[src/rtl/uart_cmd_parser.sv]
// Sequences UART receive bytes into 5-byte SYNC/CMD/ADDR/DATA/CSUM frames and
// issues single-cycle register write/read strobes, with checksum, command and timeout errors.
module uart_cmd_parser #(
  parameter logic [7:0] SYNC_BYTE    = 8'hAA,
  parameter int         TIMEOUT_CLKS = 50000
) (
  input  logic       clk,
  input  logic       rst,
  input  logic [7:0] rx_data,
  input  logic       rx_ready,
  output logic       reg_wr,
  output logic       reg_rd,
  output logic [7:0] reg_addr,
  output logic [7:0] reg_wdata,
  output logic       busy,
  output logic       frame_err,
  output logic [1:0] err_code,
  output logic [7:0] err_count
);

  typedef enum logic [2:0] {
    IDLE,
    GET_CMD,
    GET_ADDR,
    GET_DATA,
    GET_CSUM
  } state_t;

  localparam logic [19:0] TMO_LAST = 20'(TIMEOUT_CLKS - 1);

  state_t      state_q, state_d;
  logic [7:0]  cmd_q, cmd_d;
  logic [7:0]  addr_q, addr_d;
  logic [7:0]  data_q, data_d;
  logic [19:0] tmo_q, tmo_d;
  logic        reg_wr_q, reg_wr_d;
  logic        reg_rd_q, reg_rd_d;
  logic [7:0]  reg_addr_q, reg_addr_d;
  logic [7:0]  reg_wdata_q, reg_wdata_d;
  logic        busy_q, busy_d;
  logic        frame_err_q, frame_err_d;
  logic [1:0]  err_code_q, err_code_d;
  logic [7:0]  err_count_q, err_count_d;

  always_comb begin
    state_d     = state_q;
    cmd_d       = cmd_q;
    addr_d      = addr_q;
    data_d      = data_q;
    tmo_d       = tmo_q;
    reg_wr_d    = 1'b0;
    reg_rd_d    = 1'b0;
    reg_addr_d  = reg_addr_q;
    reg_wdata_d = reg_wdata_q;
    frame_err_d = 1'b0;
    err_code_d  = err_code_q;

    if (state_q == IDLE) begin
      tmo_d = '0;
      if (rx_ready && rx_data == SYNC_BYTE) begin
        state_d = GET_CMD;
      end
    end else if (rx_ready) begin
      // An arriving byte always beats a timeout that would fire this cycle.
      tmo_d = '0;
      case (state_q)
        GET_CMD: begin
          cmd_d   = rx_data;
          state_d = GET_ADDR;
        end
        GET_ADDR: begin
          addr_d  = rx_data;
          state_d = GET_DATA;
        end
        GET_DATA: begin
          data_d  = rx_data;
          state_d = GET_CSUM;
        end
        GET_CSUM: begin
          state_d = IDLE;
          if (rx_data != (cmd_q ^ addr_q ^ data_q)) begin
            frame_err_d = 1'b1;
            err_code_d  = 2'd1;
          end else if (cmd_q == 8'h01) begin
            reg_wr_d    = 1'b1;
            reg_addr_d  = addr_q;
            reg_wdata_d = data_q;
          end else if (cmd_q == 8'h02) begin
            reg_rd_d    = 1'b1;
            reg_addr_d  = addr_q;
          end else begin
            frame_err_d = 1'b1;
            err_code_d  = 2'd2;
          end
        end
        default: state_d = IDLE;
      endcase
    end else if (tmo_q == TMO_LAST) begin
      state_d     = IDLE;
      frame_err_d = 1'b1;
      err_code_d  = 2'd3;
      tmo_d       = '0;
    end else begin
      tmo_d = tmo_q + 20'd1;
    end

    err_count_d = (frame_err_d && err_count_q != 8'hFF) ? err_count_q + 8'd1 : err_count_q;
    busy_d      = (state_d != IDLE);
  end

  always_ff @(posedge clk or posedge rst) begin
    if (rst) begin
      state_q     <= IDLE;
      cmd_q       <= '0;
      addr_q      <= '0;
      data_q      <= '0;
      tmo_q       <= '0;
      reg_wr_q    <= 1'b0;
      reg_rd_q    <= 1'b0;
      reg_addr_q  <= '0;
      reg_wdata_q <= '0;
      busy_q      <= 1'b0;
      frame_err_q <= 1'b0;
      err_code_q  <= '0;
      err_count_q <= '0;
    end else begin
      state_q     <= state_d;
      cmd_q       <= cmd_d;
      addr_q      <= addr_d;
      data_q      <= data_d;
      tmo_q       <= tmo_d;
      reg_wr_q    <= reg_wr_d;
      reg_rd_q    <= reg_rd_d;
      reg_addr_q  <= reg_addr_d;
      reg_wdata_q <= reg_wdata_d;
      busy_q      <= busy_d;
      frame_err_q <= frame_err_d;
      err_code_q  <= err_code_d;
      err_count_q <= err_count_d;
    end
  end

  assign reg_wr    = reg_wr_q;
  assign reg_rd    = reg_rd_q;
  assign reg_addr  = reg_addr_q;
  assign reg_wdata = reg_wdata_q;
  assign busy      = busy_q;
  assign frame_err = frame_err_q;
  assign err_code  = err_code_q;
  assign err_count = err_count_q;

endmodule

[config.mk]
export PLATFORM = sky130hd
export DESIGN_NAME = uart_cmd_parser
export DESIGN_NICKNAME = d
export VERILOG_FILES = /design/src/rtl/uart_cmd_parser.sv
export SDC_FILE = /design/constraint.sdc
export NUM_CORES = 1
export LEC_CHECK = 0
export ABC_AREA = 1
export CORE_ASPECT_RATIO = 0.9
export CORE_MARGIN = 3
export CORE_UTILIZATION = 34
export DETAILED_ROUTE_END_ITERATION = 10
export PLACE_DENSITY_LB_ADDON = 0.05
export SLEW_MARGIN = 5
export SYNTH_ARGS = -nofsm -noshare
export SYNTH_HDL_FRONTEND = slang
export SYNTH_SLANG_ARGS = --single-unit
[constraint.sdc]
create_clock -name clk -period 2.92 [get_ports clk]
set_input_delay 0.584 -clock clk [delete_from_list [all_inputs] [get_ports clk]]
set_output_delay 0.584 -clock clk [all_outputs]
set_load 0.005 [all_outputs]
==> flow_summary_export.csv <==
group,metric,value,unit
run_status,outcome,"completed",
cts,clkTransAtPathRegs,0.05,ns
sta,maxSlewHeadroom,72.0,%
placed_design,globalplace.congestion,0.787,
pwr,power,3.62,mW
worst_setup_path,cp_slowest_cell,"clkdlybuf4s50_1",
min_path,hp-start,"tmo_q[0]",
worst_setup_path,critical_path_arrival,2.39,ns
drt,via_per_inst,4.48,
global_routing,grt_overflow,0,
cts,clk_latency,0.34,ns
cts,postCtsHoldBufs,0,
logic_synthesis,syn_area_per_cell,7.60,sq um
flow_run,cap_violations,0,
finish,final_cell_mix,"166 x nand2_1, 92 x inv_1, 77 x dfrtp_1, 44 x nor2_1, 40 x clkdlybuf4s50_1",
worst_setup_path,crit_path_start_kind,"input port",
cts,clockBufferDepth,2,
min_path,holdPathStages,1,
worst_setup_path,path_class,"in2reg",
worst_setup_path,rr_startpoint,"cmd_q[4]",
placed_design,placedCellCount,730,
logic_synthesis,syn_inst,537,
die,ios,41,
worst_setup_path,path_cells,"clkdlybuf4s50_1 -> nand2_1 -> inv_1 -> nor2_1 -> nand2_1 -> nand2_1 -> inv_2 -> nand2_4 -> nor2_8 -> nand4_4 -> o21ai_1 -> inv_1",
finish,fin_cells,742,
drt,detail_route.wl_per_cell,12.3,microns
pwr,p_sw_share,36.9,%
global_routing,grt_pass1_vias,3027,
sta,drv_slew,0,
finish,final_common_cell,"nand2_1",
worst_setup_path,r2r_cells,8,
logic_synthesis,postSynthNetCount,550,
sta,tns,0,ns
pwr,power_switching,1.34,mW
pwr,p_int,2.28,mW
logic_synthesis,yosysWarnings,0,
drt,dr.first_iter.drc_count,235,
worst_setup_path,startpoint,"rx_data[4]",
finish,syn_to_final_growth,20.3,%
worst_setup_path,crit_family,"buffers and inverters",
global_routing,grt_pass1_wl,15400,microns
cts,ctsResizeCount,0,
finish,post-route-util,42.4,%
logic_synthesis,synth_top_area_cell,"dfrtp_1",
logic_synthesis,ys_seq_area_share,47.2,%
sta,fin_skew,0.00869,ns
worst_setup_path,worst_path_most_repeated_cell,"nand2_1",
cts,cts_setup_buffers,0,
logic_synthesis,synth_edf_count,0,
drt,drc,0,
cts,clkSinkCount,77,
logic_synthesis,synth_top_area_share,47.2,%
die,rows,37,
sta,rsz0062_at_grt,"no",
pwr,p_per_area,737,nW/um^2
min_path,worst_hold_path_type,"reg2reg",
logic_synthesis,ys.flop_type,"dfrtp_1",
sta,final.period_utilization,74.2,%
global_routing,antenna_found_initial,0,
pwr,p_clk_share,26.4,%
die,die-area,13400,sq um
sta,hold_violations,0,
placed_design,numPortBuffers,40,
logic_synthesis,synthDistinctLibCells,32,
drt,wl,9100,microns
pwr,power_frac_seq,42.4,%
pwr,pwr-share-comb,31.2,%
worst_setup_path,critPathMaxFanout,16,
die,die_width,122,microns
pwr,leakage,2.44,nW
worst_setup_path,critPathCaptureType,"flop",
placed_design,hpwl,6440,microns
global_routing,grt_max_degree,78,
cts,clock-root-buffer,"clkbuf_16",
sta,finalCriticalPeriod,2.17,ns
die,initial_core_util,35.3,%
logic_synthesis,synth_area,4080,sq um
cts,cts_tree,"done",
die,die_h,110,microns
sta,worst_slew_pin_slew,0.419,ns
pwr,irDropWorstVdd,362,uV
worst_setup_path,max_stage_delay,0.61,ns
min_path,whs_endpoint,"tmo_q[0]",
drt,antenna_left,0,
drt,dr_total_vias,3325,
global_routing,grt.total_usage,15.0,%
finish,num_antenna_cells,0,
worst_setup_path,path_buf_inv,4,
worst_setup_path,cp.required,3.14,ns
logic_synthesis,ys_ff_latch,77,
drt,firstDrtPassIters,4,
sta,setup_viol,0,
logic_synthesis,synthTopCellsByArea,"dfrtp_1 47%, nand2_1 15%, inv_1 8.6%",
finish,drive_gt1_share,7.17,%
worst_setup_path,rr_endpoint,"reg_wdata[6]",
die,core,11600,sq um
logic_synthesis,async_flop_share,100,%
worst_setup_path,reg2reg_slack,0.98,ns
cts,htreeDepth,3,
cts,cts_buffers,9,
sta,fmax,462,MHz
finish,nets,598,
worst_setup_path,worstSetupPathDepth,12,
worst register-to-register path, stage by stage, from the launching register on:
cell     delay (ns)
dfrtp_1        0.41
inv_2          0.08
nand2_1        0.05
nor3_1         0.29
nand2_1        0.24
nor2_2         0.18
nand4_4        0.30
o21ai_1        0.22
inv_1          0.05
stage by stage:
stage	setup WS, ns	area (sq um)	hold slack [ns]
after floorplan	0.369	4080	0.433
after global placement	0.424	4670	0.449
after detailed placement	0.391	4670	0.453
after CTS	0.743	4910	0.460
after global routing	0.549	4910	0.479
final	0.753	4910	0.459
area by class of cell:
type | count | area [sq um]
Multi-Input combinational cell | 350 | 1720
Tap cell | 156 | 195
Fill cell | 1185 | 6660
Timing Repair Buffer | 45 | 450
Clock buffer | 12 | 236
Inverter | 102 | 384
Sequential cell | 77 | 1930
metal layers:
metal / GRT usage, % / up-vias / wire, microns
li1: - / 1754 / -
met1: 22.2 / 1505 / 4840
met2: 20.9 / 62 / 3720
met4: 3.84 / 0 / 69
met5: 0 / - / 0
met3: 4.89 / 4 / 466
worst max path at each step:
stage                    to  slack (ns)
2_1_floorplan     addr_q[0]        0.37
3_3_place_gp   reg_wdata[4]        0.42
3_5_place_dp   reg_wdata[6]        0.39
4_1_cts        reg_wdata[6]        0.74
5_1_grt        reg_wdata[6]        0.55
6_report       reg_wdata[6]        0.75
cell families after synthesis:
kind of cell	after synthesis	share of synthesized area [%]
fa+ha+maj	2	0.613
buf+inv	110	10.7
xor+xnor	15	3.22
flops	77	47.2
compound gates	57	7.54
simple gates	276	30.7
power by group through the flow:
stage / Clock (mW) / Combinational [mW] / Sequential (mW)
3_5_place_dp: 0 / 1.14 / 1.55
4_1_cts: 0.998 / 1.15 / 1.53
6_report: 0.956 / 1.13 / 1.53
2_1_floorplan: 0 / 0.849 / 1.48
3_3_place_gp: 0 / 1.13 / 1.55
5_1_grt: 1.05 / 1.31 / 1.58
cell usage after synthesis (2+ instances only):
library cell	number
a21oi_1	6
buf_2	2
buf_6	3
clkbuf_1	3
dfrtp_1	77
ha_1	2
inv_1	93
inv_2	9
nand2_1	166
nand2_2	5
nand3_1	21
nand4_1	10
nand4_4	3
nor2_1	44
nor2_2	3
nor2_8	2
nor3_1	16
o21ai_0	29
o21ai_1	17
xnor2_1	5
xor2_1	10
sequential cells by signal, summed over array words and instances, names as in the netlist:
name	count
state_q	3
reg_wr	1
reg_wdata	8
data_q	8
reg_addr	8
cmd_q	8
tmo_q	20
err_code	2
addr_q	8
busy	1
err_count	8
reg_rd	1
frame_err	1
Note: power is estimated with default switching activity, not from simulation.
==> RTL edit 1, RTL diff (same flow settings) <==
Make the reset (`rst`) synchronous in one clocked block.
--- a/src/rtl/uart_cmd_parser.sv
+++ b/src/rtl/uart_cmd_parser.sv
@@ -110,3 +110,3 @@
 
-  always_ff @(posedge clk or posedge rst) begin
+  always_ff @(posedge clk) begin
     if (rst) begin
Check against the original RTL: differs if rst is asserted again (counterexample within 4 cycles, from zero or initial values and one cycle with rst high); with rst held inactive, the same outputs for 4 cycles.
==> RTL edit 1 against the original RTL <==
Final area decreased by 3.6%. Wire length decreased by 1.3%. Worst setup slack got worse by 0.090 ns. Sequential cell count unchanged. Synthesized area decreased by 7.6%. Die area decreased by 7.2%. Critical path type unchanged.
Power is not compared: it rests on default switching activity, and its combinational part moved more than twofold at a synthesized area within 25%.
==> RTL edit 1: results (changes against the original RTL) <==
status=complete, no violations; largest net degree at the start of global routing=20 (-74%); Final Non-Filler Cells=734 (-1.1%); fill count=1084 (-8.5%); Residual DRC=0 (unchanged); hold depth=2 (+1); Netlist cell types=35 (+9.4%); global-route wire length before repair=15300 um (-0.76%); FF/Latch Area=1540 um^2 (-20%); Rel. slew slack=0.580 (-0.140); Tot GR Track Use=0.154 (+0.00445); R2R depth=11 (+3); flop2flop setup slack=0.92 ns (-0.06 ns); xor and xnor fraction of the mapped netlist area=0.0371 (+0.00497); Synth Area in Adders=0.00663 (+0.000504); Arr. time, crit path=2.48 ns (+0.09 ns); Hold WS=0.443 ns (-0.0159 ns); Seq/Total Area, Yosys=0.409 (-0.0633); Post-synth top cells=nand2_1, inv_1, dfxtp_1; CP max stage delay=0.55 ns (-0.06 ns); GPL Wtd Cong=0.852 (+8.2%); Synth Area in Compound Gates=0.132 (+0.0569); initial drt markers=153 (-35%); max reg flops=20 (unchanged); Place WS=0.327 ns (-0.0636 ns); dominant synthesized flop cell=dfxtp_1; Area contributors post-synth=dfxtp_1, nand2_1, inv_1; min-delay src=reg_addr[5]; post-synthesis net count=565 (+2.7%); share of layout cells above drive strength 1=0.0694 (-0.00225); Top delay family on crit path=simple AND/OR/NAND/NOR gates; nets=613 (+2.5%); # placed instances=718 (-1.6%); R2R Path Start=tmo_q[0]; final HPWL from detailed placement=6670 um (+3.6%); critical path fanouts, max=10 (-6); r2r endpoint=tmo_q[9]; ys async rst share=0 (-1.00); via count=3436 (+3.3%); area post-placement=4340 um^2 (-7.2%); final setup skew=0.00666 ns (-0.00203 ns); Hold EP=reg_addr[5]
## RTL edit 1: changes by cell type after synthesis, moves of 4 or more
cell and delta:
dfrtp_1 -77, dfxtp_1 +77, a21oi_1 +45, nand2_1 -26
o21ai_1 -17, nor2_1 +11, nand3_1 -9, o21ai_0 +9
inv_2 -8, inv_1 -7, clkbuf_1 +4
## RTL edit 1: worst max-delay path by stage
stage	end	from	cells after the start	slack, ns
after floorplan	reg_addr[6]	rx_data[0]	11	1.17
after global placement	err_count[0]	rx_data[4]	14	0.39
after detailed placement	err_count[1]	rx_data[4]	14	0.33
after CTS	err_count[0]	rx_data[4]	14	0.68
after global routing	err_count[1]	rx_data[4]	14	0.43
final	err_count[0]	rx_data[2]	13	0.66
## RTL edit 1: metal layers
metal / wire, um / up-vias / global-route usage
met2: 4180 / 44 / 0.248
met5: 0 / - / 0
met1: 4470 / 1537 / 0.204
met3: 281 / 5 / 0.0404
li1: - / 1850 / -
met4: 46 / 0 / 0.0426
## RTL edit 1: kinds of logic (layout without fill, tap and decap cells)
| logic type | Yosys count | in the layout |
|---|---|---|
| flops | 77 | 77 |
| compound gates | 95 | 95 |
| buf+inv | 100 | 153 |
| fa+ha+maj | 2 | 2 |
| xor+xnor | 16 | 16 |
| simple gates | 262 | 262 |
## RTL edit 1: power by group
group | switching (mW) | leakage, nW | internal (mW)
Sequential | 0.000348 | 0.620 | 1.05
Combinational | 0.0510 | 1.25 | 0.0308
Clock | 0.447 | 0.189 | 1.03
## RTL edit 1: layout make-up
class,instances,area share
multi-input cells,375,0.389
flip-flops and latches,77,0.325
repair buffers,48,0.0972
inverters,89,0.0705
clock buffers,10,0.0505
well taps,129,0.0341
clock inverters,6,0.0333
==> RTL edit 2, RTL diff (same settings) <==
Made on the original files. The parameter `TIMEOUT_CLKS` goes from 50000 to 32768.
--- a/src/rtl/uart_cmd_parser.sv
+++ b/src/rtl/uart_cmd_parser.sv
@@ -4,3 +4,3 @@
   parameter logic [7:0] SYNC_BYTE    = 8'hAA,
-  parameter int         TIMEOUT_CLKS = 50000
+  parameter int         TIMEOUT_CLKS = 32768
 ) (
Formal check against the unedited RTL: same outputs for any inputs over 4 cycles, from zero or initial values and one cycle with rst high; that may be too few to reach the edited logic, so the function may still have changed.
==> RTL edit 2 against the original RTL <==
Sequential cell count stayed put. Clock skew about the same. Synthesized cell count shrank 8.6%. Wire length is 3.4% lower. Worst setup slack got worse by 0.15 ns. Core utilization is 1.4 points higher. Final area shrank 2.0%. Synthesized area is 4.6% lower. Total power grew 5.4%. Critical path type unchanged.
==> RTL edit 2: results (changes against the original RTL) <==
status=complete, no violations; Logic pwr share=0.282 (-0.030); Leakage=2.33 nW (-4.2%); final HPWL from detailed placement=6100 um (-5.2%); P_clk=1.23 mW (+29%); final setup skew=0.00820 ns (-0.000495 ns); vias in the first global route=3009 (-0.59%); xor and xnor fraction of the mapped netlist area=0.0427 (+0.0105); GPL Wtd Cong=0.766 (-2.6%); fill count=1127 (-4.9%); Arr. time, crit path=2.53 ns (+0.14 ns); Synth Area in Compound Gates=0.0784 (+0.00297); post-synthesis net count=504 (-8.4%); GR Util met3=0.0384 (-0.0105); Worst VDD drop=408 uV (+13%); flop2flop setup slack=0.77 ns (-0.21 ns); GR Util met2=0.222 (+0.0120); crit path from=rx_data[5]; Pwr Density=792 nW/um^2 (+7.5%); metal3 WL=379 um (-19%); share of layout cells above drive strength 1=0.0882 (+0.0166); worst setup path end=reg_addr[3]; Seq/Total Area, Yosys=0.495 (+0.0226); area post-placement=4490 um^2 (-4.0%); Synth Area in Adders=0.00642 (+0.000293); # placed instances=680 (-6.8%); DR WL met2=3840 um (+3.3%)
[RTL edit 2: cell types whose count changed in the layout (fill, tap and decap cells not counted), moves of 4 or more]
cell,delta
a21oi_1,-4
inv_1,-36
inv_2,-5
nand2_1,+5
nand3_1,-5
nand3_2,+4
o21ai_1,-9
o21ai_2,+9
xnor2_1,+4
[RTL edit 2: critical path, cell delays in order]
cell and delay, ns:
clkdlybuf4s50_1 0.48, inv_1 0.10, nand2_1 0.08, nand2_1 0.06, inv_1 0.05, nand2_1 0.05
nand2_1 0.08, nand2_1 0.06, nor2_1 0.18, nand2_2 0.10, inv_2 0.11, nand3_2 0.33
nand2_1 0.18, o21ai_2 0.06
[RTL edit 2: layout make-up]
type / count / area share
Inverter: 61 / 0.0478
Sequential cell: 77 / 0.400
Clock inverter: 4 / 0.0146
Timing Repair Buffer: 46 / 0.0951
Clock buffer: 12 / 0.0533
Tap cell: 152 / 0.0395
Multi-Input combinational cell: 344 / 0.349
